$ cat src/rtl/step_sequencer_pkg.sv
// Shared types for the step sequencer: FSM state encoding and a state helper.
package step_sequencer_pkg;

  // 2-bit state encoding, also exposed on the debug state output.
  typedef enum logic [1:0] {
    SEQ_RUN   = 2'd0,
    SEQ_WAIT  = 2'd1,
    SEQ_HALT  = 2'd2,
    SEQ_FAULT = 2'd3
  } seq_state_t;

  // True in the states where the sequencer may advance and cycles are counted.
  function automatic logic seq_active(input seq_state_t s);
    return (s == SEQ_RUN) || (s == SEQ_WAIT);
  endfunction

endpackage

$ cat src/rtl/mem_wait_timer.sv
// Memory wait tracking for one step: remembers an early ack and counts wait cycles.
module mem_wait_timer #(
  parameter int MEM_TIMEOUT = 255
) (
  input  logic iClk,
  input  logic iRst,
  input  logic iActive,
  input  logic iInWait,
  input  logic iAdv,
  input  logic iMemReq,
  input  logic iMemAck,
  output logic oMemOk,
  output logic oTimeout
);

  localparam int WC_W = $clog2(MEM_TIMEOUT + 1);
  localparam logic [WC_W-1:0] TIMEOUT_VAL = WC_W'(MEM_TIMEOUT);

  logic [WC_W-1:0] wait_cnt;
  logic            ack_seen;
  logic            pending;

  // A request is still outstanding when neither a live nor a remembered ack exists.
  assign pending  = iMemReq & ~iMemAck & ~ack_seen;
  assign oMemOk   = ~pending;
  // wait_cnt is 1 during the first WAIT cycle, so the timeout fires in WAIT cycle MEM_TIMEOUT.
  assign oTimeout = iInWait & pending & (wait_cnt == TIMEOUT_VAL);

  // Count cycles with an outstanding request; latch an ack that arrives while the datapath stalls.
  always_ff @(posedge iClk) begin
    if (iRst) begin
      wait_cnt <= '0;
      ack_seen <= 1'b0;
    end else if (iAdv) begin
      wait_cnt <= '0;
      ack_seen <= 1'b0;
    end else if (iActive) begin
      if (iMemReq & iMemAck) ack_seen <= 1'b1;
      if (pending && (wait_cnt != TIMEOUT_VAL)) wait_cnt <= wait_cnt + WC_W'(1);
    end
  end

endmodule

$ cat src/rtl/step_sequencer.sv
// Multicycle step sequencer: one-hot step vector, memory-stretch, halt/resume, fault, perf counters.
// Handshake: a memory step completes when iMemReq is low, or iMemAck is high in that cycle,
// or an ack was already seen for this step; the step then advances on the first cycle with iRdy.
module step_sequencer
  import step_sequencer_pkg::*;
#(
  parameter int STEP_MAX    = 5,
  parameter int CNT_W       = 32,
  parameter int MEM_TIMEOUT = 255
) (
  input  logic                iClk,
  input  logic                iRst,
  input  logic                iRdy,
  input  logic                iLastStep,
  input  logic                iHalt,
  input  logic                iResume,
  input  logic                iMemReq,
  input  logic                iMemAck,
  output logic [STEP_MAX-1:0] oStep,
  output logic                oIREn,
  output logic                oRetire,
  output logic                oStall,
  output logic                oHalted,
  output logic                oFault,
  output logic [CNT_W-1:0]    oInstrCnt,
  output logic [CNT_W-1:0]    oCycleCnt,
  output seq_state_t          oState
);

  localparam logic [STEP_MAX-1:0] STEP_FETCH = {{(STEP_MAX-1){1'b0}}, 1'b1};

  seq_state_t          state;
  logic [STEP_MAX-1:0] step_q;
  logic [CNT_W-1:0]    instr_cnt;
  logic [CNT_W-1:0]    cycle_cnt;

  logic active, in_wait, mem_ok, timeout, adv;
  logic at_fetch, halt_req, end_instr;

  assign active    = seq_active(state);
  assign in_wait   = (state == SEQ_WAIT);
  // Reset blocks advance so the combinational strobes read 0 while iRst is high.
  assign adv       = ~iRst & iRdy & mem_ok & active;
  assign at_fetch  = step_q[0];
  assign halt_req  = iHalt & ~at_fetch;
  assign end_instr = (iLastStep & ~at_fetch) | step_q[STEP_MAX-1] | halt_req;

  mem_wait_timer #(
    .MEM_TIMEOUT(MEM_TIMEOUT)
  ) u_wait (
    .iClk    (iClk),
    .iRst    (iRst),
    .iActive (active),
    .iInWait (in_wait),
    .iAdv    (adv),
    .iMemReq (iMemReq),
    .iMemAck (iMemAck),
    .oMemOk  (mem_ok),
    .oTimeout(timeout)
  );

  // Control FSM with step shift and performance counters; FAULT freezes everything until reset.
  always_ff @(posedge iClk) begin
    if (iRst) begin
      state     <= SEQ_RUN;
      step_q    <= STEP_FETCH;
      instr_cnt <= '0;
      cycle_cnt <= '0;
    end else begin
      if (active) cycle_cnt <= cycle_cnt + CNT_W'(1);
      case (state)
        SEQ_RUN, SEQ_WAIT: begin
          if (adv) begin
            if (end_instr) begin
              step_q    <= STEP_FETCH;
              instr_cnt <= instr_cnt + CNT_W'(1);
            end else begin
              step_q <= step_q << 1;
            end
            state <= halt_req ? SEQ_HALT : SEQ_RUN;
          end else if (timeout) begin
            state <= SEQ_FAULT;
          end else if (iMemReq & ~mem_ok) begin
            state <= SEQ_WAIT;
          end
        end
        SEQ_HALT: begin
          if (iResume) state <= SEQ_RUN;
        end
        default: state <= SEQ_FAULT;
      endcase
    end
  end

  assign oStep     = step_q;
  assign oIREn     = adv & at_fetch;
  assign oRetire   = adv & end_instr;
  assign oStall    = ~iRst & active & ~adv;
  // Status flags are decoded straight from the state register.
  assign oHalted   = (state == SEQ_HALT);
  assign oFault    = (state == SEQ_FAULT);
  assign oInstrCnt = instr_cnt;
  assign oCycleCnt = cycle_cnt;
  assign oState    = state;

endmodule

$ cat config.mk
export PLATFORM = sky130hd
export DESIGN_NAME = step_sequencer
export DESIGN_NICKNAME = d
export VERILOG_FILES = /design/src/rtl/step_sequencer_pkg.sv /design/src/rtl/mem_wait_timer.sv /design/src/rtl/step_sequencer.sv
export SDC_FILE = /design/constraint.sdc
export NUM_CORES = 1
export LEC_CHECK = 0
export ABC_AREA = 0
export BUFFER_PORTS_ARGS = -buffer_cell sky130_fd_sc_hd__buf_2
export CORE_MARGIN = 2
export CORE_UTILIZATION = 30
export DETAILED_ROUTE_END_ITERATION = 8
export PLACE_DENSITY = 0.55
export SYNTH_ARGS = -nofsm -noshare
export SYNTH_HDL_FRONTEND = slang
export SYNTH_SLANG_ARGS = --single-unit
export TNS_END_PERCENT = 100
$ cat constraint.sdc
create_clock -name iClk -period 2.6 [get_ports iClk]
set_input_delay 0.26 -clock iClk [delete_from_list [all_inputs] [get_ports iClk]]
set_output_delay 0.26 -clock iClk [all_outputs]
set_load 0.01 [all_outputs]
# ---- Word-level counts from Yosys, hierarchy flattened
# Cells that the tools add are included.
dict set report word_totals {
  register_bits 80
  out_inout_bits 76
  input_bits 8
}
dict set report op_classes {
  add_sub_neg 3
  muxes 7
  bitwise_logic 23
  reduce_logical 10
  eq_ne 7
}
# op n
set ops {}
lappend ops {{adder 32 x 1 -> 32 bit, second input constant} 2}
lappend ops {{bitwise AND 1 bit} 15}
lappend ops {{2-to-1 mux 2 bit} 5}
lappend ops {{adder 8 x 1 -> 8 bit, second input constant} 1}
lappend ops {{== test 8 bit, second input constant} 1}
lappend ops {{!= test 8 bit, second input constant} 1}
lappend ops {{AND reduction 2 bit} 4}
lappend ops {{NOT 1 bit} 6}
lappend ops {{2-to-1 mux 5 bit} 1}
lappend ops {{== test 2 bit, second input constant} 2}
lappend ops {{!= test 4 bit, second input constant} 1}
lappend ops {{case mux 2 bit (2 select lines)} 1}
lappend ops {{OR reduction 2 bit} 2}
lappend ops {{AND reduction 3 bit} 1}
lappend ops {{== test 2 x 1 -> 1 bit, second input constant} 1}
lappend ops {{logical NOT 2 bit} 1}
lappend ops {{!= test 2 bit, second input constant} 1}
lappend ops {{bitwise OR 1 bit} 2}
lappend ops {{logical AND 1 bit} 1}
lappend ops {{logical OR 1 bit} 1}

# ---- Longest topological paths before layout
# Gate-level depths: netlist of run 1.
dict set report depth {
  word_depth 8
  depth_mapped 7
  ltp_nobuf 6
}

# ---- Cells and area by module
# A second synthesis of run 1 with hierarchy kept.
dict set report hier_totals {
  hier_cells 440
  hier_area_um2 3721.1
}
# module n_inst area_each_um2 cells_per_inst
set by_module_without_submodules {}
lappend by_module_without_submodules {step_sequencer 1 3250.6 389}
lappend by_module_without_submodules {mem_wait_timer 1 470.5 51}

# ---- Least setup slack after synthesis of run 1
# Ideal clock, no wire load.
dict set report synth_path {
  path_type {flip-flop to flip-flop}
  start {register state[1] (netlist: oState[1])}
  end {register instr_cnt[31] (netlist: oInstrCnt[31])}
  synth_period_minus_slack_ns 2.016
  setup_slack_ns 0.584
  t_arrival_ns 1.896
  setup_ns 0.121
  n_path_buf 0
  path_stages_with_launch 6
  cell_sequence {dfxtp_1 or3b_2 nor4_4 nand2_1 nor3_1 mux2_2}
}
dict set report synth_between {
  elab_chain_len 4
  word_cells_on_any_way 6
  classes_between {eq/ne (1); bitwise (1); reduce/logical (4)}
}
# element line_no
set synth_rtl {}
lappend synth_rtl {{start: declaration} step_sequencer.sv:32} ;# seq_state_t state;
lappend synth_rtl {{start signal: assignment} step_sequencer.sv:80} ;# state <= halt_req ? SEQ_HALT : SEQ_RUN;
lappend synth_rtl {{== test 2 x 1 -> 1 bit or logical NOT 2 bit (tied branches)} {step_sequencer_pkg.sv:14, step_sequencer.sv:71}}
lappend synth_rtl {{logical OR 1 bit} step_sequencer_pkg.sv:14} ;# return (s == SEQ_RUN) || (s == SEQ_WAIT);
lappend synth_rtl {{bitwise AND 1 bit} step_sequencer.sv:43} ;# assign adv = ~iRst & iRdy & mem_ok & active;
lappend synth_rtl {{AND reduction 3 bit (no line) *} -}
lappend synth_rtl {{end signal: assignment} step_sequencer.sv:76} ;# instr_cnt <= instr_cnt + CNT_W'(1);
lappend synth_rtl {{end: declaration} step_sequencer.sv:34} ;# logic [CNT_W-1:0] instr_cnt;
# Mark *: on every way between the ends. The rest lies on a longest branch, timed or not.
# A chain may end at the register's enable or synchronous reset.

# ---- Worst setup path after layout of run 1
dict set report layout_path {
  start {register instr_cnt[2] (netlist: oInstrCnt[2])}
  end {register instr_cnt[26] (netlist: oInstrCnt[26])}
}
dict set report layout_between {
  elab_chain_len 1
}
# element line_no
set layout_rtl {}
lappend layout_rtl {{adder 32 x 1 -> 32 bit} step_sequencer.sv:76}
# No other way between the ends.

==> results of run 1 <==
cell usage after synthesis, types with 2 or more instances:
| cell type | count |
|---|---|
| a22oi_1 | 3 |
| nand3b_1 | 2 |
| mux2i_1 | 3 |
| or4_1 | 5 |
| nand2_1 | 27 |
| or3_1 | 11 |
| nor2_1 | 70 |
| nor4_1 | 6 |
| ha_1 | 3 |
| or3b_2 | 2 |
| a31oi_1 | 2 |
| buf_1 | 2 |
| nor3b_1 | 2 |
| nand4_1 | 23 |
| nor3_1 | 7 |
| nand3_1 | 28 |
| o31ai_1 | 5 |
| xor2_1 | 37 |
| inv_1 | 8 |
| nor2b_1 | 3 |
| a21oi_1 | 18 |
| and3_1 | 6 |
| clkbuf_1 | 14 |
| and2_1 | 4 |
| xnor2_1 | 15 |
| dfxtp_1 | 80 |
| o21ai_0 | 12 |
| and4_1 | 6 |
registers in the layout, indices dropped and copies added (netlist names):
signal and cells:
u_wait.ack_seen 1, oState 2, oStep 5, u_wait.wait_cnt 8, oInstrCnt 32, oCycleCnt 32
logic make-up after synthesis:
| logic type | after synthesis | share of synthesized area, % |
|---|---|---|
| XOR/XNOR | 52 | 12.5 |
| adder cells (fa/ha/maj) | 3 | 1.03 |
| flip-flops | 80 | 44.0 |
| buffers and inverters | 25 | 2.78 |
| AND/OR/NAND/NOR | 213 | 30.8 |
| multiplexers | 4 | 1.13 |
| AO/OA/AOI/OAI | 47 | 7.77 |
per-layer routing:
layer	track usage, %	routed length (um)	vias up
met2	21.4	3970	63
met5	0	0	-
met1	18.7	4400	1503
met3	4.02	386	16
li1	-	-	1665
met4	7.07	231	0
area by class of cell:
class / count / area [um2] / area share (%)
inverter: 8 / 30.0 / 0.655
tap: 147 / 184 / 4.01
sequential: 80 / 1600 / 35.0
clock buffer: 10 / 239 / 5.22
timing repair buffer: 89 / 460 / 10.0
multi-input combinational: 319 / 1940 / 42.3
clock inverter: 6 / 130 / 2.84
how the worst max path moves through the flow:
stage	from	end	slack [ns]	cells past startpoint
after detailed placement	oInstrCnt[2]	oInstrCnt[26]	0.42	5
after floorplan	oState[1]	oInstrCnt[31]	0.58	5
after global routing	oInstrCnt[3]	oInstrCnt[24]	0.29	5
after CTS	oInstrCnt[2]	oInstrCnt[26]	0.41	5
after global placement	iRdy	oInstrCnt[30]	0.50	6
final	oInstrCnt[2]	oInstrCnt[26]	0.41	5
cells in the final DEF, fill, tap and decap left out, types with 3 or more instances in the layout:
cell	n
buf_2	83
dfxtp_1	80
nor2_1	70
xor2_1	37
nand3_1	28
nand2_1	27
nand4_1	23
a21oi_1	18
xnor2_1	15
o21ai_0	12
or3_1	11
clkbuf_16	9
inv_1	8
nor3_1	7
and3_1	6
and4_1	6
nor4_1	6
buf_4	6
o31ai_1	5
or4_1	5
and2_1	4
bufinv_16	4
nor2b_1	3
mux2i_1	3
a22oi_1	3
ha_1	3
per-stage QoR:
step	area, um2	utilization [%]	power, mW	cells
after detailed placement	4210	35.4	1.37	643
after global routing	4580	38.5	3.01	659
after global placement	4210	35.4	1.37	643
final	4580	38.5	2.91	659
after floorplan	3640	-	1.34	424
after CTS	4580	38.5	2.95	659
worst max-delay path: stages, from the launching register on:
cell and delay (ns):
dfxtp_1 0.41, and2_2 0.21, o21ai_1 0.22, or4_4 0.68, or4_1 0.44, a21oi_1 0.16
where the power goes:
| group | total (mW) | internal (mW) | switching, mW |
|---|---|---|---|
| registers | 1.25 | 1.24 | 0.0130 |
| clock network | 1.56 | 1.06 | 0.505 |
| logic | 0.0951 | 0.0337 | 0.0614 |
==> out/results.ini, run 1 <==
[hold_path]
holdPathEnd = u_wait.ack_seen
hp-class = primary input to register
hold_path_startpoint = iMemReq
hold_path_depth = 3

[worst_setup_path]
critPathArrivalTime_ns = 2.47
regToRegSetupSlack_ns = 0.41
critical_path_class = register to register
worstReg2RegEnd = oInstrCnt[26]
r2r-start = oInstrCnt[2]
cp_max_fo = 16
r2r_cells = 5
cp.required_ns = 2.87
start_kind = register
end_kind = register

[synthesis]
synth_area_um2 = 3640
synthesis.nets = 435
syn_inst = 424
netlist.area_leader.share_pct = 44.0
synthFlopType = dfxtp_1
ys_ff_latch = 80
ys_seq_area_share_pct = 44.0
avgSynthCellArea_um2 = 8.58
synth_edf_count = 0
synth.area.top_cells = dfxtp_1, xor2_1, nor2_1, nand4_1, nand3_1
yosysUniqueCellTypes = 48
synthArstFlopShare_pct = 0
yosys_warnings = 0
synth_top_cell_by_area = dfxtp_1

[cts]
h-tree-depth = 3
cts_tree = built
clock_latency_ns = 0.35
clk_pin_slew_ns = 0.06
cts_root_buf = clkbuf_16
hold_buffers = 0
clock_sinks = 80
cts_buffer_depth = 2
cts_resized = 0
cts_buffers = 9
post_cts_buffers = 0

[placement]
pre_cts_slack_ns = 0.423
dp_hpwl_um = 6330
portBuffers = 83
routabilityCongestion = 0.802

[floorplan]
coreArea_um2 = 11900
die_h_um = 114
die-area_um2 = 13000
ios = 84
die_x_um = 114
num_rows = 40
initial_utilization_pct = 30.6

[drt]
dr.pass1.iters = 4
drc = 0
post_drt_wl_per_cell_um = 13.6
vias_per_cell = 4.93
postRouteAntennaNets = 0
vias = 3247
drtIter0Drc = 124
drt-total-wl_um = 9000

[grt]
overflow = 0
grt_pass1_vias = 3043
grt_usage_pct = 14.2
grt_pass1_wl_um = 14700
grt_antenna_before_repair = 0
grt_start_max_net_pins = 48

[run]
drv_cap = 0

[timing]
timing.final.crit_share_pct = 84.4
drv_slew = 0
setup_viol = 0
hold_viol = 0
tightest_slew_ns = 0.700
finClkSkew_ns = 0.00479
max_freq_mhz = 456
fin_crit_ns = 2.19
layout_setup_ws_ns = 0.405
finalSetupTns_ns = 0
whs_ns = 0.209
rsz0062_at_grt = false
slew_headroom_pct = 53.3

[layout]
area_delta_synth_final_pct = 25.9
nets = 518
nFillCells = 1217
layout-drive-gt1-share_pct = 22.1
antennaDiodeCount = 0

[power]
pwr_density_cell_nw_per_um2 = 635
irDropWorstVdd_mv = 0.356
p_leak_nw = 1.85

[outcome]
status = finished clean

Power figures use the tool's default switching activity.
==> run 2: changes to the inputs <==
- PLACE_DENSITY: 0.55 -> 0.56
- clock period: 2.6 -> 1.85 ns (I/O delays scaled with it)
==> run 2 against run 1 <==
Non-clock buffer count is 55 higher. Power is 31% higher. Clock skew is 0.0021 ns higher. The flow now finishes with violations (setup timing). Highest routed layer unchanged. Sequential share of layout area is 3.1 points lower. Clock power is 21% higher.
==> out/results.ini, run 2 (synthesis gave the netlist of run 1 again) <==
[placement]
place_area_um2 = 4620
routabilityCongestion = 0.789
dp_hpwl_um = 6810
pre_cts_slack_ns = -0.202
portBuffers = 83

[worst_setup_path]
regToRegSetupSlack_ns = -0.06
slowest_delay_ns = 0.57
start_kind = register
cp_max_fo = 7
slowest_stage = or4_4
end_kind = register
crit_buf_inv = 1
crit_chain = nor3b_4, nand3_2, buf_4, or4_4, or3_4, a21oi_2
crit_family = simple AND/OR/NAND/NOR gates
cp.required_ns = 2.12
critPathArrivalTime_ns = 2.18
critical_path_class = register to register

[cts]
cts_buffers = 9
h-tree-depth = 3
cts_root_buf = clkbuf_16
clock_sinks = 80
clock_latency_ns = 0.34
cts_buffer_depth = 2
clk_pin_slew_ns = 0.06
cts_tree = built

[layout]
final_common_cell = buf_2
design_area_um2 = 5130
layout-drive-gt1-share_pct = 36.6
nets = 574
antennaDiodeCount = 0
area_delta_synth_final_pct = 41.0
final_cell_mix = buf_2, nor2_1, dfxtp_1, buf_4, xor2_1

[grt]
grt_usage_pct = 15.0
grt_pass1_vias = 3237
grt_pass1_wl_um = 15700
grt_start_max_net_pins = 75
overflow = 0
grt_antenna_before_repair = 0

[floorplan]
die-area_um2 = 13000
coreArea_um2 = 11900
initial_utilization_pct = 30.6
die_x_um = 114
num_rows = 40
ios = 84
die_h_um = 114

[run]
drv_cap = 0

[drt]
drtIter0Drc = 161
drt-total-wl_um = 9790
vias_per_cell = 4.96
postRouteAntennaNets = 0
dr.pass1.iters = 6
drc = 0
vias = 3545
post_drt_wl_per_cell_um = 13.7

[timing]
timing.final.crit_share_pct = 103
tightest_slew_ns = 0.832
fin_crit_ns = 1.91
setup_viol = 7
slew_headroom_pct = 44.5
drv_slew = 0
hold_viol = 0
layout_setup_ws_ns = -0.0586
finClkSkew_ns = 0.00686
max_freq_mhz = 524
rsz0062_at_grt = true

[power]
pwr_density_cell_nw_per_um2 = 740
p_leak_nw = 2.14
irDropWorstVdd_mv = 0.409

[outcome]
status = finished with violations
failed_checks = setup timing

[hold_path]
hp-class = primary input to register

[run 2: cell types whose count changed in the layout (fill, tap and decap cells not counted), sizes merged]
| cell | previous run | this run |
|---|---|---|
| buf | 89 | 144 |
| bufinv | 4 | 2 |
| clkinvlp | 0 | 2 |
| clkbuf | 10 | 9 |
| clkinv | 2 | 3 |
| or4 | 6 | 7 |
[run 2: area by class of cell]
cell class                      instances  area (um2)
Clock buffer                            9         225
Sequential cell                        80        1640
Fill cell                            1208        6780
Timing Repair Buffer                  144         875
Tap cell                              147         184
Inverter                                8        30.0
Multi-Input combinational cell        320        2100
Clock inverter                          7        86.3
[run 2: path summary, 6_finish.rpt]
check / endpoint / start / cells after the start
max: oInstrCnt[18] / oState[1] / 6
min: u_wait.ack_seen / iMemReq / 3
max reg2reg: oInstrCnt[18] / oState[1] / 6
min reg2reg: u_wait.wait_cnt[7] / u_wait.wait_cnt[7] / 2
[run 2: tightest hold or removal path: stages]
cell	delay, ns
buf_2	0.10
a31oi_1	0.08
nor2_1	0.07
[run 2: power by group]
part | internal [mW] | switching [mW] | leakage [nW]
Clock | 1.17 | 0.718 | 0.144
Combinational | 0.0699 | 0.0979 | 1.34
Sequential | 1.73 | 0.0166 | 0.655
Total | 2.97 | 0.832 | 2.14
[run 2: timing repair]
action / 4_1_cts / 5_1_grt
hold buffers: 0 / 0
gates cloned: 1 / 1
setup buffers: 2 / 6
endpoints found under the setup margin: 11 / 30
pin swaps: 10 / 4
gates resized for setup: 9 / 22
[run 2: metrics by stage]
stage	hold slack, ns	total power, mW	std cells	utilization [%]	TNS, ns
final	0.132	3.80	715	43.1	-0.265
after CTS	0.120	3.83	708	41.9	-0.224
after global placement	0.466	1.94	689	38.8	-0.581
after global routing	0.149	3.93	715	43.1	-1.14
after floorplan	0.344	1.87	424	-	-0.0166
after detailed placement	0.479	1.94	689	38.8	-1.06
[run 2: metal layers]
metal,up-vias,wire length (um),GRT usage (%)
met1,1685,4700,19.5
met4,0,146,5.85
met2,68,4670,24.4
met5,-,0,0
li1,1783,-,-
met3,9,277,3.12
==> run 3: changes to the inputs <==
- CELL_PAD_IN_SITES_DETAIL_PLACEMENT: default -> 1
- CELL_PAD_IN_SITES_GLOBAL_PLACEMENT: default -> 1
- CORE_UTILIZATION: 30 -> 36
- PLACE_DENSITY: 0.56 -> 0.81
==> run 3 against run 2 <==
The flow still finishes with violations (setup timing). Worst setup slack got worse by 0.083 ns. Clock skew increased by 0.0021 ns. Count of clock-buffer cells in the layout increased by 5. Via count increased by 4.4%. Maximum frequency decreased by 4.2%. Largest power group is now sequential cells.
==> out/results.ini, run 3 (synthesis gave the netlist of run 1 again) <==
[layout]
design_area_um2 = 5070
nets = 579
area_delta_synth_final_pct = 39.4
final_cell_mix = buf_2, nor2_1, dfxtp_1, buf_4, xor2_1
final_common_cell = buf_2
antennaDiodeCount = 0
layout-drive-gt1-share_pct = 37.0
utilization_pct = 51.9

[cts]
hold_buffers = 0
h-tree-depth = 3
cts_buffer_depth = 2
cts_buffers = 9
cts_root_buf = clkbuf_8
clock_latency_ns = 0.36
cts_tree = built
clk_pin_slew_ns = 0.08
clock_sinks = 80

[power]
switching_share_pct = 22.8
combinationalPowerShare_pct = 5.4
clockPowerShare_pct = 41.6
pwr_density_cell_nw_per_um2 = 649
power_mw = 3.30
internal_power_mw = 2.54
power_frac_seq_pct = 52.9
switchingPower_uw = 751
p_leak_nw = 2.14
irDropWorstVdd_mv = 0.399

[outcome]
status = finished with violations
failed_checks = setup timing

[worst_setup_path]
critPathArrivalTime_ns = 2.28
cp-startpoint = oInstrCnt[11]
r2r-start = oInstrCnt[11]
critical_path_class = register to register
cp_max_fo = 7
end_kind = register
cp.required_ns = 2.14
start_kind = register

[placement]
place_area_um2 = 4630
routabilityCongestion = 0.797
portBuffers = 83
dp_hpwl_um = 8190

[floorplan]
num_rows = 36
die-area_um2 = 10900
ios = 84
die_h_um = 105
initial_utilization_pct = 37.2
coreArea_um2 = 9770
die_x_um = 105

[timing]
layout_setup_ws_ns = -0.142
setup_viol = 10
tightest_slew_ns = 0.827
hold_viol = 0
finClkSkew_ns = 0.00897
rsz0062_at_grt = true
timing.final.crit_share_pct = 108
drv_slew = 0
max_freq_mhz = 502
fin_crit_ns = 1.99
slew_headroom_pct = 44.8

[grt]
grt_start_max_net_pins = 75
grt_antenna_before_repair = 0
grt_usage_pct = 21.6
overflow = 0
grt_pass1_vias = 3845
grt_pass1_wl_um = 18900

[drt]
vias_per_cell = 5.24
vias = 3700
postRouteAntennaNets = 0
post_drt_wl_per_cell_um = 17.0
dr.pass1.iters = 4
drtIter0Drc = 111
drc = 0
drt-total-wl_um = 12000

[hold_path]
hold_path_startpoint = iHalt
hp-class = primary input to register

[run]
drv_cap = 0

==> run 3: routing by layer <==
| metal | GRT usage [%] | wire length, um | vias up |
|---|---|---|---|
| met4 | 9.85 | 320 | 0 |
| met1 | 24.8 | 5090 | 1813 |
| li1 | - | - | 1784 |
| met2 | 38.2 | 6180 | 78 |
| met3 | 4.62 | 383 | 25 |
| met5 | 0 | 0 | - |
==> run 3: repair_timing <==
action | in CTS | in global routing
pin swaps | 5 | 18
endpoints found under the setup margin | 12 | 28
resized for setup | 7 | 28
gates cloned | 1 | 2
buffers inserted | 1 | 8
==> run 3: per-stage QoR <==
stage / std cells / setup TNS [ns] / hold WS (ns) / worst slack, ns
global route: 706 / -2.32 / 0.215 / -0.215
floorplan: 424 / -0.0166 / 0.344 / -0.0166
finish: 706 / -0.989 / 0.233 / -0.142
detailed placement: 678 / -0.619 / 0.463 / -0.151
global placement: 678 / -0.159 / 0.461 / -0.0564
CTS: 696 / -0.536 / 0.213 / -0.116
==> run 3: critical path, stage by stage, from the launching register on <==
cell	delay (ns)
dfxtp_4	0.37
nand4_4	0.11
or2_4	0.27
or4_4	0.60
or4_4	0.45
a21oi_2	0.13
==> run 3: path summary, 6_finish.rpt <==
kind                   end  slack, ns  depth (start not counted)
min              oState[1]       0.23                          3
max          oInstrCnt[26]      -0.14                          5
max reg2reg  oInstrCnt[26]      -0.14                          5
min reg2reg       oStep[1]       0.48                          2
==> run 3: final cells by class <==
| cell class | count | area (um2) |
|---|---|---|
| Timing Repair Buffer | 149 | 933 |
| Sequential cell | 80 | 1630 |
| Fill cell | 1196 | 4700 |
| Tap cell | 133 | 166 |
| Clock buffer | 14 | 174 |
| Clock inverter | 2 | 35.0 |
| Multi-Input combinational cell | 320 | 2100 |
| Inverter | 8 | 30.0 |
==> run 3: power by group through the flow <==
stage          registers, mW  clock network [mW]  logic [mW]
6_report                1.74                1.37       0.179
5_1_grt                 1.75                1.48       0.195
4_1_cts                 1.74                1.41       0.172
3_5_place_dp            1.78                   0       0.167
3_3_place_gp            1.78                   0       0.160
2_1_floorplan           1.79                   0      0.0839
